## src/rtl/serial_add_defs.sv

```systemverilog
// Shared constants for the bit-serial adder controller: default width and
// the 2-bit state encoding.
package serial_add_defs;
  localparam int         SA_WIDTH_DEF = 8;
  localparam logic [1:0] ST_IDLE      = 2'd0;
  localparam logic [1:0] ST_RUN       = 2'd1;
  localparam logic [1:0] ST_DONE      = 2'd2;

  typedef enum logic [1:0] {
    S_IDLE = ST_IDLE,
    S_RUN  = ST_RUN,
    S_DONE = ST_DONE
  } state_t;
endpackage

```

## src/rtl/full_adder.sv

```systemverilog
// 1-bit full adder shared by the serial and ripple adder datapaths.
module full_adder (
  input  logic a,
  input  logic b,
  input  logic ci,
  output logic s,
  output logic co
);
  assign s  = a ^ b ^ ci;
  assign co = (a & b) | (ci & (a ^ b));
endmodule

```

## src/rtl/serial_add_ctrl.sv

```systemverilog
// Bit-serial WIDTH-bit adder: one full_adder stepped LSB first over WIDTH
// cycles, fronted by a start/done handshake.
module serial_add_ctrl
  import serial_add_defs::*;
#(
  parameter int WIDTH = SA_WIDTH_DEF
) (
  input  logic             clk,
  input  logic             reset,
  input  logic             start,
  input  logic [WIDTH-1:0] x,
  input  logic [WIDTH-1:0] y,
  output logic             busy,
  output logic             done,
  output logic [WIDTH-1:0] z,
  output logic             carry
);
  localparam int CNT_W = $clog2(WIDTH);

  state_t           st, st_nxt;
  logic [WIDTH-1:0] a_sh, b_sh, s_sh, s_nxt;
  logic             c_reg;
  logic [CNT_W-1:0] count;
  logic             fa_s, fa_co;
  logic             last;

  full_adder FA0 (
    .a (a_sh[0]),
    .b (b_sh[0]),
    .ci(c_reg),
    .s (fa_s),
    .co(fa_co)
  );

  assign s_nxt = {fa_s, s_sh[WIDTH-1:1]};
  assign last  = (count == CNT_W'(WIDTH-1));

  always_ff @(posedge clk) begin
    if (reset) st <= S_IDLE;
    else       st <= st_nxt;
  end

  always_comb begin
    st_nxt = st;
    busy   = 1'b0;
    done   = 1'b0;
    case (st)
      S_IDLE: if (start) st_nxt = S_RUN;
      S_RUN: begin
        busy = 1'b1;
        if (last) st_nxt = S_DONE;
      end
      S_DONE: begin
        busy   = 1'b1;
        done   = 1'b1;
        st_nxt = S_IDLE;
      end
      default: st_nxt = S_IDLE;
    endcase
  end

  // Result registers load on the final RUN edge so z/carry are already
  // valid during the DONE cycle.
  always_ff @(posedge clk) begin
    if (reset) begin
      a_sh  <= '0;
      b_sh  <= '0;
      s_sh  <= '0;
      c_reg <= 1'b0;
      count <= '0;
      z     <= '0;
      carry <= 1'b0;
    end else begin
      case (st)
        S_IDLE: begin
          count <= '0;
          if (start) begin
            a_sh  <= x;
            b_sh  <= y;
            s_sh  <= '0;
            c_reg <= 1'b0;
          end
        end
        S_RUN: begin
          s_sh  <= s_nxt;
          a_sh  <= {1'b0, a_sh[WIDTH-1:1]};
          b_sh  <= {1'b0, b_sh[WIDTH-1:1]};
          c_reg <= fa_co;
          if (last) begin
            z     <= s_nxt;
            carry <= fa_co;
          end else begin
            count <= count + CNT_W'(1);
          end
        end
        default: ;
      endcase
    end
  end
endmodule

```

## config.mk

```make
export PLATFORM = sky130hd
export DESIGN_NAME = serial_add_ctrl
export DESIGN_NICKNAME = d
export VERILOG_FILES = /design/src/rtl/serial_add_defs.sv /design/src/rtl/full_adder.sv /design/src/rtl/serial_add_ctrl.sv
export SDC_FILE = /design/constraint.sdc
export NUM_CORES = 1
export LEC_CHECK = 0
export BUFFER_PORTS_ARGS = -buffer_cell sky130_fd_sc_hd__buf_4
export CORE_MARGIN = 1.5
export CORE_UTILIZATION = 23
export DETAILED_ROUTE_END_ITERATION = 7
export PLACE_DENSITY = 0.45
export SETUP_SLACK_MARGIN = 0.3
export SYNTH_ARGS = -nofsm -noshare
export SYNTH_HDL_FRONTEND = slang
export SYNTH_SLANG_ARGS = --single-unit
```

## constraint.sdc

```tcl
create_clock -name clk -period 2.05 [get_ports clk]
set_clock_uncertainty 0.15 [all_clocks]
set_input_delay 0.205 -clock clk [delete_from_list [all_inputs] [get_ports clk]]
set_output_delay 0.205 -clock clk [all_outputs]
set_load 0.05 [all_outputs]
```

==> impl_metrics.json <==
{
  "crit_path_end_kind": "register",
  "setup.reg_to_reg.worst_slack_ns": 0.37,
  "p_leak_uw": 0.000816,
  "setup_viol": 0,
  "timing.critical_path.slowest_stage_cell": "sky130_fd_sc_hd__mux2_4",
  "total_power_uw": 1900,
  "synth.net_count": 196,
  "std_cell_rows": 31,
  "post_route_cells_drive_above_1_share": 0.358,
  "core_area_um2": 7250,
  "number_of_nets_at_the_end_of_the_flow": 225,
  "data_arrival_critical_path_ns": 1.69,
  "ys_async_sr_fraction": 0,
  "post_synth_inst_count": 171,
  "n_fill_cell": 779,
  "antenna_cells": 0,
  "detail_route.wirelength_mm": 3.67,
  "layout.cells.non_filler": 300,
  "worst_path_dominant_cell_family": "multiplexers",
  "netlist.top_cell.by_area": "sky130_fd_sc_hd__dfxtp_1",
  "fin_crit_sh": 0.818,
  "syn-mean-instance-area_um2": 10.0,
  "clk_path_buf_depth": 2,
  "grt_first_pass_wirelength_mm": 5.70,
  "required_time_at_the_worst_slack_endpoint_ns": 2.06,
  "clock.fmax_mhz": 596,
  "yosys.cell_types.count": 27,
  "multi_input_comb_area_um2": 902,
  "place_area_um2": 2000,
  "drt.antenna.violating_nets": 0,
  "seq_area_um2": 761,
  "ys_ff_latch": 38,
  "synth-seq-area-share": 0.443,
  "hp-class": "primary input to register",
  "most_instantiated_flip_flop_cell_in_the_synthesis_netlist": "sky130_fd_sc_hd__dfxtp_1",
  "cp_num_buf_inv": 1,
  "drt-pass1-iter-count": 4,
  "number_of_antenna_violations_at_the_first_check_in_global_routing": 0,
  "tns_ns": 0,
  "grtUsageTotal": 0.0934,
  "first_global_vias": 1197,
  "synth.most_common_cell": "sky130_fd_sc_hd__dfxtp_1",
  "p_per_area_nw_per_um2": 868,
  "drcViolationCount": 0,
  "setup.worst_path.class": "register to register",
  "globalRouteOverflowTotal": 0,
  "die_height_um": 89.4,
  "vias_per_instance": 4.25,
  "route.detailed.wl_per_inst_um": 12.2,
  "floorplan.initialDensity": 0.237,
  "yosys.area.top_type_share": 0.443,
  "final_core_utilization": 0.301,
  "clk_latency_ns": 0.30,
  "die_w_um": 89.4,
  "maximum_number_of_pins_on_one_net_before_global_route_repair": 39,
  "cell_area_synth_um2": 1720,
  "max_cap_violations": 0,
  "run_status": "completed",
  "count_of_placed_standard_cells_including_taps": 291,
  "cts.hold.buffers_added": 0,
  "critical-path-max-stage-delay_ns": 0.43,
  "relSlewSlack": 0.671,
  "boundaryPins": 30,
  "globalplace.congestion": 0.630,
  "max_slew.worst_pin.slew_ns": 0.493,
  "slew_violations": 0,
  "ys_top_cells_by_count": "sky130_fd_sc_hd__dfxtp_1 (38), sky130_fd_sc_hd__nand2_1 (21), sky130_fd_sc_hd__nor2_1 (17)",
  "grt_setup_unrepaired": "yes",
  "cts.htree.levels": 2,
  "vias": 1275,
  "drt_iter0_drc": 52,
  "netlist_top_cells_area": "sky130_fd_sc_hd__dfxtp_1 (44%), sky130_fd_sc_hd__a211oi_2 (10%), sky130_fd_sc_hd__mux2i_1 (8.2%)",
  "numPortBuffers": 29,
  "cts.clk_slew.worst_paths_ns": 0.07,
  "edff_count_synth": 0,
  "peakVddDrop_mv": 0.302,
  "place_hpwl_mm": 2.37,
  "cts.sink_count": 38,
  "clock_tree_from_tritoncts": "yes",
  "path_cells": "inv_1, ha_2, mux2_4, nor2_1, a211oi_2",
  "finalHoldViolations": 0,
  "finished_layout_cell_area_um2": 2180,
  "largest_registers": "a_sh x8, b_sh x8, z x8",
  "critPathLaunchType": "register",
  "design.die.area_um2": 7990,
  "flow.area_growth_from_synthesis_pct": 27.4,
  "synthesis.yosys.warnings": 0,
  "period_needed_ns": 1.68,
  "critPathMaxFanout": 15,
  "postCtsSetupRepairBufs": 0,
  "cts.root.buffer_cell": "sky130_fd_sc_hd__clkbuf_8",
  "cts_buffers": 5
}
==> where the power goes <==
group          internal [uW]  leakage [uW]  switching (uW)
combinational            131      0.000434             163
sequential               779      0.000310            27.7
clock                    519     0.0000714             277
total                   1430      0.000816             467
==> area by class of cell <==
cell class                 instances  share of cell area
inverter                           2             0.00344
sequential                        38               0.348
clock inverter                     2              0.0275
tap                               99              0.0567
timing repair buffer              33               0.113
multi-input combinational        120               0.413
clock buffer                       6              0.0378
==> tightest hold or removal path, stage by stage <==
cell and delay [ns]:
sky130_fd_sc_hd__buf_4 0.11, sky130_fd_sc_hd__nand3b_1 0.07, sky130_fd_sc_hd__a21oi_1 0.06
==> final timing paths <==
check	cells after the start	endpoint	from
worst max-delay path	5	a_sh[5]	st[1]
worst min-delay path	3	a_sh[7]	x[7]
worst max register to register	5	a_sh[5]	st[1]
worst min register to register	2	a_sh[7]	a_sh[7]
==> per-layer routing <==
metal,GRT usage,vias to the layer above,wire [um],share of wire
met5,0,-,0,0
met4,0.0378,0,58,0.016
met3,0.0286,7,151,0.041
met2,0.139,23,1590,0.43
met1,0.126,589,1870,0.51
li1,-,656,-,-
==> logic make-up after synthesis <==
logic type                 count (synthesis)  synth area share
and+or+nand+nor                           57             0.153
AOI/OAI and AO/OA                         39             0.197
DFF                                       38             0.443
muxes                                     17             0.105
buffers and inverters                     14            0.0532
adders and majority gates                  6            0.0481
==> layout by cell type (no fill, tap or decap) <==
cell,netlist,final
sky130_fd_sc_hd__dfxtp_1,38,38
sky130_fd_sc_hd__buf_4,1,33
sky130_fd_sc_hd__nand2_1,21,21
sky130_fd_sc_hd__nor2_1,17,17
sky130_fd_sc_hd__mux2i_1,14,14
sky130_fd_sc_hd__a211oi_2,14,14
sky130_fd_sc_hd__a21oi_1,13,13
sky130_fd_sc_hd__nor2_2,10,10
sky130_fd_sc_hd__a32oi_1,8,8
sky130_fd_sc_hd__clkbuf_8,0,6
sky130_fd_sc_hd__ha_1,5,3
sky130_fd_sc_hd__inv_1,2,2
sky130_fd_sc_hd__mux2_4,1,2
sky130_fd_sc_hd__nor2b_1,2,2
sky130_fd_sc_hd__nand2b_1,2,2
sky130_fd_sc_hd__a211oi_1,2,2
sky130_fd_sc_hd__nand3b_1,2,2
sky130_fd_sc_hd__bufinv_16,0,2
sky130_fd_sc_hd__and2_1,1,1
sky130_fd_sc_hd__nand2_2,1,1
sky130_fd_sc_hd__mux2_2,1,1
sky130_fd_sc_hd__a22oi_1,1,1
sky130_fd_sc_hd__mux2i_4,0,1
sky130_fd_sc_hd__nor3_1,1,1
sky130_fd_sc_hd__o21ai_0,1,1
sky130_fd_sc_hd__fa_1,1,1
sky130_fd_sc_hd__ha_2,0,1
sky130_fd_sc_hd__ha_4,0,1
==> per-stage QoR <==
step	setup slack [ns]	hold WS [ns]
global placement	0.339	0.293
floorplan	0.496	0.213
CTS	0.293	0.0393
finish	0.372	0.0469
detailed placement	0.316	0.299
global route	0.271	0.0628
==> repair_timing <==
item / CTS / global route
endpoints found under the setup margin: 4 / 35
gates resized for setup: 0 / 5
cloned: 0 / 1
Power figures use the tool's default switching activity.
